--- src/rtl/rgb_to_ycbcr_pkg.sv ---
// rgb_to_ycbcr_pkg: constants and types shared by the skin-tone colour-space blocks.
// The BT.601 coefficients are scaled by 256. Downstream alignment logic uses LATENCY
// to match the delay of the conversion pipeline.
package rgb_to_ycbcr_pkg;

   localparam int LATENCY = 3;
   localparam int COUNT_W = 24;
   localparam int SUM_W   = 18;

   localparam int Y_R  = 66;
   localparam int Y_G  = 129;
   localparam int Y_B  = 25;
   localparam int CB_R = -38;
   localparam int CB_G = -74;
   localparam int CB_B = 112;
   localparam int CR_R = 112;
   localparam int CR_G = -94;
   localparam int CR_B = -18;

   localparam int ROUND    = 128;
   localparam int Y_OFFSET = 16;
   localparam int C_OFFSET = 128;

   localparam int CLAMP_LO   = 16;
   localparam int Y_CLAMP_HI = 235;
   localparam int C_CLAMP_HI = 240;
   localparam int FULL_LO    = 0;
   localparam int FULL_HI    = 255;

   localparam logic [7:0] Y_RESET = 8'd16;
   localparam logic [7:0] C_RESET = 8'd128;

   // Signed intermediate wide enough for the largest weighted sum of 8-bit samples
   typedef logic signed [SUM_W-1:0] sum_t;

   typedef struct packed {
      logic valid;
      logic sof;
      logic eol;
   } side_t;

   // Saturate a signed intermediate into an 8-bit result between lo and hi
   function automatic logic [7:0] clamp_u8(input sum_t v, input sum_t lo, input sum_t hi);
      logic [7:0] res;
      if (v < lo) begin
         res = lo[7:0];
      end else if (v > hi) begin
         res = hi[7:0];
      end else begin
         res = v[7:0];
      end
      return res;
   endfunction

endpackage

--- src/rtl/rgb_to_ycbcr_ycc_channel.sv ---
// ycc_channel: one output channel of the RGB to YCbCr conversion.
// Stage 1 forms the three products. Stage 2 sums them with the rounding constant.
// Stage 3 applies the floor shift, adds the offset, and clamps into the output register.
module ycc_channel
   import rgb_to_ycbcr_pkg::*;
#(
   parameter int         COEF_R      = 0,
   parameter int         COEF_G      = 0,
   parameter int         COEF_B      = 0,
   parameter int         OFFSET      = 0,
   parameter int         LIMIT_LO    = 0,
   parameter int         LIMIT_HI    = 255,
   parameter logic [7:0] RESET_VALUE = 8'd0
)(
   input  logic       clk,
   input  logic       rst,
   input  logic [7:0] r_value,
   input  logic [7:0] g_value,
   input  logic [7:0] b_value,
   output logic [7:0] ch_value
);

   localparam sum_t K_R      = sum_t'(COEF_R);
   localparam sum_t K_G      = sum_t'(COEF_G);
   localparam sum_t K_B      = sum_t'(COEF_B);
   localparam sum_t ROUND_S  = sum_t'(ROUND);
   localparam sum_t OFFSET_S = sum_t'(OFFSET);
   localparam sum_t LO_S     = sum_t'(LIMIT_LO);
   localparam sum_t HI_S     = sum_t'(LIMIT_HI);

   sum_t       prod_r_q, prod_r_d;
   sum_t       prod_g_q, prod_g_d;
   sum_t       prod_b_q, prod_b_d;
   sum_t       sum_q, sum_d;
   sum_t       shifted;
   sum_t       biased;
   logic [7:0] ch_q, ch_d;

   // Stage 1: weight each zero-extended sample by its signed coefficient
   always_comb begin
      prod_r_d = $signed({10'd0, r_value}) * K_R;
      prod_g_d = $signed({10'd0, g_value}) * K_G;
      prod_b_d = $signed({10'd0, b_value}) * K_B;
   end

   // Stage 2: accumulate the products together with the rounding constant
   always_comb begin
      sum_d = prod_r_q + prod_g_q + prod_b_q + ROUND_S;
   end

   // Stage 3: floor-divide by 256, add the channel offset, and saturate
   always_comb begin
      shifted = sum_q >>> 8;
      biased  = shifted + OFFSET_S;
      ch_d    = clamp_u8(biased, LO_S, HI_S);
   end

   // Pipeline registers. Reset leaves the output at the channel's black level.
   always_ff @(posedge clk or posedge rst) begin
      if (rst) begin
         prod_r_q <= '0;
         prod_g_q <= '0;
         prod_b_q <= '0;
         sum_q    <= '0;
         ch_q     <= RESET_VALUE;
      end else begin
         prod_r_q <= prod_r_d;
         prod_g_q <= prod_g_d;
         prod_b_q <= prod_b_d;
         sum_q    <= sum_d;
         ch_q     <= ch_d;
      end
   end

   assign ch_value = ch_q;

endmodule

--- src/rtl/rgb_to_ycbcr.sv ---
// rgb_to_ycbcr: BT.601 RGB to YCbCr converter for the skin-tone detector front end.
// Three ycc_channel pipelines carry the data. Valid, sof and eol travel in a shift
// register of the same depth. A pixel counter restarts at each start of frame.
module rgb_to_ycbcr
   import rgb_to_ycbcr_pkg::*;
#(
   parameter bit CLAMP_EN = 1'b1
)(
   input  logic               clk,
   input  logic               rst,
   input  logic [7:0]         r_value,
   input  logic [7:0]         g_value,
   input  logic [7:0]         b_value,
   input  logic               datain_valid,
   input  logic               sof_in,
   input  logic               eol_in,
   output logic [7:0]         y_value,
   output logic [7:0]         cb_value,
   output logic [7:0]         cr_value,
   output logic               dataout_valid,
   output logic               sof_out,
   output logic               eol_out,
   output logic [COUNT_W-1:0] pixel_count
);

   localparam int Y_LO = CLAMP_EN ? CLAMP_LO   : FULL_LO;
   localparam int Y_HI = CLAMP_EN ? Y_CLAMP_HI : FULL_HI;
   localparam int C_LO = CLAMP_EN ? CLAMP_LO   : FULL_LO;
   localparam int C_HI = CLAMP_EN ? C_CLAMP_HI : FULL_HI;

   side_t [LATENCY-1:0] side_q, side_d;
   logic  [COUNT_W-1:0] pixel_count_q, pixel_count_d;

   ycc_channel #(
      .COEF_R(Y_R), .COEF_G(Y_G), .COEF_B(Y_B), .OFFSET(Y_OFFSET),
      .LIMIT_LO(Y_LO), .LIMIT_HI(Y_HI), .RESET_VALUE(Y_RESET)
   ) u_luma (
      .clk(clk), .rst(rst),
      .r_value(r_value), .g_value(g_value), .b_value(b_value),
      .ch_value(y_value)
   );

   ycc_channel #(
      .COEF_R(CB_R), .COEF_G(CB_G), .COEF_B(CB_B), .OFFSET(C_OFFSET),
      .LIMIT_LO(C_LO), .LIMIT_HI(C_HI), .RESET_VALUE(C_RESET)
   ) u_cb (
      .clk(clk), .rst(rst),
      .r_value(r_value), .g_value(g_value), .b_value(b_value),
      .ch_value(cb_value)
   );

   ycc_channel #(
      .COEF_R(CR_R), .COEF_G(CR_G), .COEF_B(CR_B), .OFFSET(C_OFFSET),
      .LIMIT_LO(C_LO), .LIMIT_HI(C_HI), .RESET_VALUE(C_RESET)
   ) u_cr (
      .clk(clk), .rst(rst),
      .r_value(r_value), .g_value(g_value), .b_value(b_value),
      .ch_value(cr_value)
   );

   // Sideband shift register. sof and eol are only meaningful together with valid.
   always_comb begin
      side_d       = side_q;
      side_d[0]    = '{valid: datain_valid,
                       sof:   datain_valid & sof_in,
                       eol:   datain_valid & eol_in};
      for (int i = 1; i < LATENCY; i++) begin
         side_d[i] = side_q[i-1];
      end
   end

   // Pixel counter. It loads from the stage feeding the output, so the count lines up with the sample.
   always_comb begin
      pixel_count_d = pixel_count_q;
      if (side_q[LATENCY-2].valid) begin
         if (side_q[LATENCY-2].sof) begin
            pixel_count_d = COUNT_W'(1);
         end else begin
            pixel_count_d = pixel_count_q + COUNT_W'(1);
         end
      end
   end

   // Sideband and counter registers. Reset discards every sample in flight.
   always_ff @(posedge clk or posedge rst) begin
      if (rst) begin
         side_q        <= '0;
         pixel_count_q <= '0;
      end else begin
         side_q        <= side_d;
         pixel_count_q <= pixel_count_d;
      end
   end

   assign dataout_valid = side_q[LATENCY-1].valid;
   assign sof_out       = side_q[LATENCY-1].sof;
   assign eol_out       = side_q[LATENCY-1].eol;
   assign pixel_count   = pixel_count_q;

endmodule

--- config.mk ---
export PLATFORM = sky130hd
export DESIGN_NAME = rgb_to_ycbcr
export DESIGN_NICKNAME = d
export VERILOG_FILES = /design/src/rtl/rgb_to_ycbcr_pkg.sv /design/src/rtl/rgb_to_ycbcr_ycc_channel.sv /design/src/rtl/rgb_to_ycbcr.sv
export SDC_FILE = /design/constraint.sdc
export NUM_CORES = 1
export LEC_CHECK = 0
export BUFFER_PORTS_ARGS = -buffer_cell sky130_fd_sc_hd__buf_2
export CAP_MARGIN = 5
export CORE_MARGIN = 2
export CORE_UTILIZATION = 59
export CTS_BUF_LIST = sky130_fd_sc_hd__clkbuf_2 sky130_fd_sc_hd__clkbuf_4 sky130_fd_sc_hd__clkbuf_8
export CTS_CLUSTER_SIZE = 16
export DETAILED_ROUTE_END_ITERATION = 6
export HOLD_SLACK_MARGIN = 0.12
export PLACE_DENSITY_LB_ADDON = 0.1
export SYNTH_ARGS = -nofsm -noshare
export SYNTH_HDL_FRONTEND = slang
export SYNTH_SLANG_ARGS = --single-unit
--- constraint.sdc ---
create_clock -name clk -period 8.1 [get_ports clk]
set_input_delay 0.405 -clock clk [delete_from_list [all_inputs] [get_ports clk]]
set_output_delay 0.405 -clock clk [all_outputs]
set_load 0.01 [all_outputs]
==> results.toml <==
[timing]
final.setup.tns_ns = 0
finClkSkew_ns = 0.0367
slew_violations = 0
finalSetupViolCount = 0
period_needed_ns = 4.42
worst_slew_pin_slew_ns = 0.997
max_freq_ghz = 0.226
slew_headroom = 0.335
hold_violations = 0
fin_crit_sh = 0.546
rsz0062_at_grt = "false"

[final_layout]
nNetsFinal = 1815
drive_gt1_frac = 0.113
syn_to_final_growth_pct = 11.6
final_util = 0.668

[synth]
synth_area_leaders = "dfrtp_1 34%, ha_1 25%, fa_1 14%"
synthCells = 1270
ys_warn_count = 0
syn_nets = 1686
netlist.top_cell.by_area = "dfrtp_1"
synth_top_area_frac = 0.344
ys_types = 59
synth_seq_cells = 202
seq_area_frac_synth = 0.349
netlist_area_um2 = 14500
syn-mean-instance-area_um2 = 11.4
synth_edf_count = 0
async_flop_share = 1.00
synth-main-ff-cell = "dfrtp_1"

[clock_network]
htreeDepth = 2
clk_pin_slew_ns = 0.06
clk_path_buf_depth = 3
cts_sinks = 202
post_cts_resized = 0
cts_buffers = 36
worstSkewPairLatency_ns = 0.53
cts_root_buffer = "clkbuf_8"
cts_tree = "done"

[die]
num_io_pins = 80
coreArea_um2 = 24200
die_area_um2 = 25800
start_util = 0.599
fp.dieH_um = 161
die_w_um = 161
rows = 57

[worst_hold_path]
hp-start = "r_value[2]"
hold_path_end = "u_luma.prod_r_q[3]"
holdPathStages = 1
hold_class = "input pin to flop"

[power_and_ir_drop]
clock_power_share = 0.160
combPwrFrac = 0.574
p_sw_mw = 2.49
swShare = 0.417
p_int_mw = 3.48
ir_worst_vdd_v = 0.000300
p_leak_nw = 8.36
power_density_nw_per_um2 = 369
p_seq_frac = 0.266

[worst_setup_path]
regToRegStartpoint = "u_cb.prod_r_q[1]"
cp-end-kind = "flop"
rr_endpoint = "u_cr.sum_q[17]"
crit_type = "input pin to flop"
rr_worst_depth = 10
cp.required_ns = 8.53
cp.arrival_ns = 4.85
ff2ff_setup_slack_ns = 4.72
critPathMaxFanout = 8
startpoint_type = "input pin"

[global_route]
grt_first_pass_wirelength_um = 47300
grt_max_degree = 119
first_global_vias = 9569
antenna_found_initial = 1
grt.overflow.total = 0
grt_use_total = 0.231

[route]
viasPerCell = 5.30
drt-total-wl_um = 28000
drc_errors = 0
drtIter0Drc = 461
vias = 9268
ant_nets = 0
drtPass1Iterations = 4
wire_per_inst_um = 16.0

[status]
outcome = "finished, final reports clean"

[placement]
portBuffers = 79
place.gp.congestion = 0.887
dp_hpwl_um = 22400

[run]
drv_cap = 0
-- metrics by stage --
stage               total power [mW]  setup slack (ns)  area [µm²]  cells  hold WS [ns]
floorplan                       4.15              2.19       14500   1270         0.331
global placement                4.95              3.76       15300   1671         0.332
detailed placement              5.02              3.67       15300   1671         0.336
CTS                             6.04              3.70       16200   1748         0.120
global route                    6.57              3.35       16200   1748         0.121
finish                          5.96              3.68       16200   1749         0.148
-- repair_timing --
action	CTS	global route
hold buffers	14	0
hold endpoints to repair	120	0
buffers inserted	0	0
endpoints found under the setup margin	0	0
-- Yosys cell counts, types with 14 or more instances --
master and number:
inv_1 167, a21o_1 26, fa_1 98, xor2_1 42, nor2b_1 14, ha_1 289, xnor2_1 58, dfrtp_1 199
nor2_1 59, nand3_1 20, o21ai_0 39, a21oi_1 61, nand2_1 46
-- how the worst max path moves through the flow --
| stage | startpoint | end | slack (ns) |
|---|---|---|---|
| after global placement | g_value[4] | u_cb.prod_g_q[16] | 3.76 |
| after floorplan | rst | dataout_valid | 2.19 |
| final | g_value[1] | u_cb.prod_g_q[16] | 3.68 |
| after global routing | g_value[1] | u_cb.prod_g_q[16] | 3.35 |
| after detailed placement | g_value[4] | u_cb.prod_g_q[16] | 3.67 |
| after CTS | g_value[1] | u_cb.prod_g_q[16] | 3.70 |
-- power by group through the flow --
stage          Clock (mW)  Sequential [mW]  Combinational, mW
2_1_floorplan           0             1.58               2.58
3_3_place_gp            0             1.61               3.34
3_5_place_dp            0             1.61               3.41
4_1_cts             0.982             1.60               3.46
5_1_grt              1.03             1.63               3.90
6_report            0.954             1.59               3.42
-- logic make-up (layout without fill, tap and decap cells) --
logic type / after synthesis / after routing / synth area share
mux: 2 / 2 / 0.00156
simple gates: 230 / 230 / 0.0822
flops: 202 / 202 / 0.349
fa+ha+maj: 387 / 387 / 0.385
compound gates: 179 / 179 / 0.0772
xor+xnor: 100 / 100 / 0.0605
other cells: 0 / 1 / 0
buf+inv: 170 / 324 / 0.0441
-- flip-flops by register name (all words and copies together), names as in the netlist, 6 cells and up --
register         flops
u_cr.prod_g_q       16
u_luma.prod_g_q     12
u_cr.prod_r_q       10
u_cb.ch_value        8
u_luma.prod_r_q     12
u_luma.prod_b_q     12
u_cb.prod_b_q        9
u_cr.sum_q          10
u_cb.sum_q          10
side_d               6
u_cb.prod_g_q       15
u_cr.prod_b_q       14
u_luma.sum_q        10
u_cb.prod_r_q       15
u_luma.ch_value      8
u_cr.ch_value        8
pixel_count         24
-- per-layer routing --
layer / global-route usage / vias to the layer above / routed length (µm) / share of wire
met5: 0 / - / 0 / 0
met4: 0.0786 / 0 / 841 / 0.030
met3: 0.0372 / 45 / 1310 / 0.047
met2: 0.382 / 155 / 13300 / 0.48
met1: 0.313 / 4517 / 12500 / 0.45
li1: - / 4551 / - / -
-- worst max-delay path, stage by stage --
cell	delay (ns)
dlygate4sd3_1	0.52
buf_2	0.20
inv_1	0.06
ha_1	0.30
inv_1	0.08
fa_1	0.50
inv_1	0.05
fa_1	0.53
inv_1	0.06
fa_1	0.54
inv_1	0.04
ha_1	0.34
nand2_1	0.06
o21ai_0	0.32
nor4_1	0.09
nor3_1	0.28
a211oi_1	0.15
a21oi_1	0.18
xnor2_1	0.14
-- cell usage in the layout (no fill, tap or decap), types with 4 or more instances in the layout --
cell	synthesis	routed
a21boi_0	7	7
a21o_1	26	26
a21oi_1	61	61
and2_1	12	12
and3_1	9	9
buf_2	0	79
clkbuf_4	0	16
clkbuf_8	0	42
dfrtp_1	199	199
dlygate4sd3_1	0	14
fa_1	98	98
ha_1	289	289
inv_1	167	166
nand2_1	46	46
nand2b_1	12	12
nand3_1	20	20
nand4_1	8	8
nor2_1	59	59
nor2b_1	14	14
nor3_1	12	12
nor4_1	8	8
nor4b_1	6	6
o21a_1	8	8
o21ai_0	39	39
o21bai_1	5	5
or2_2	4	4
or3_1	7	7
xnor2_1	58	58
xor2_1	42	42
-- cell type report --
type	instances	area, µm²
timing repair buffer	94	543
multi-input combinational	898	8780
fill	1922	8020
sequential	202	5060
antenna	1	2.50
tap	324	405
inverter	167	634
clock inverter	5	30.0
clock buffer	58	698
Power figures use the tool's default switching activity.
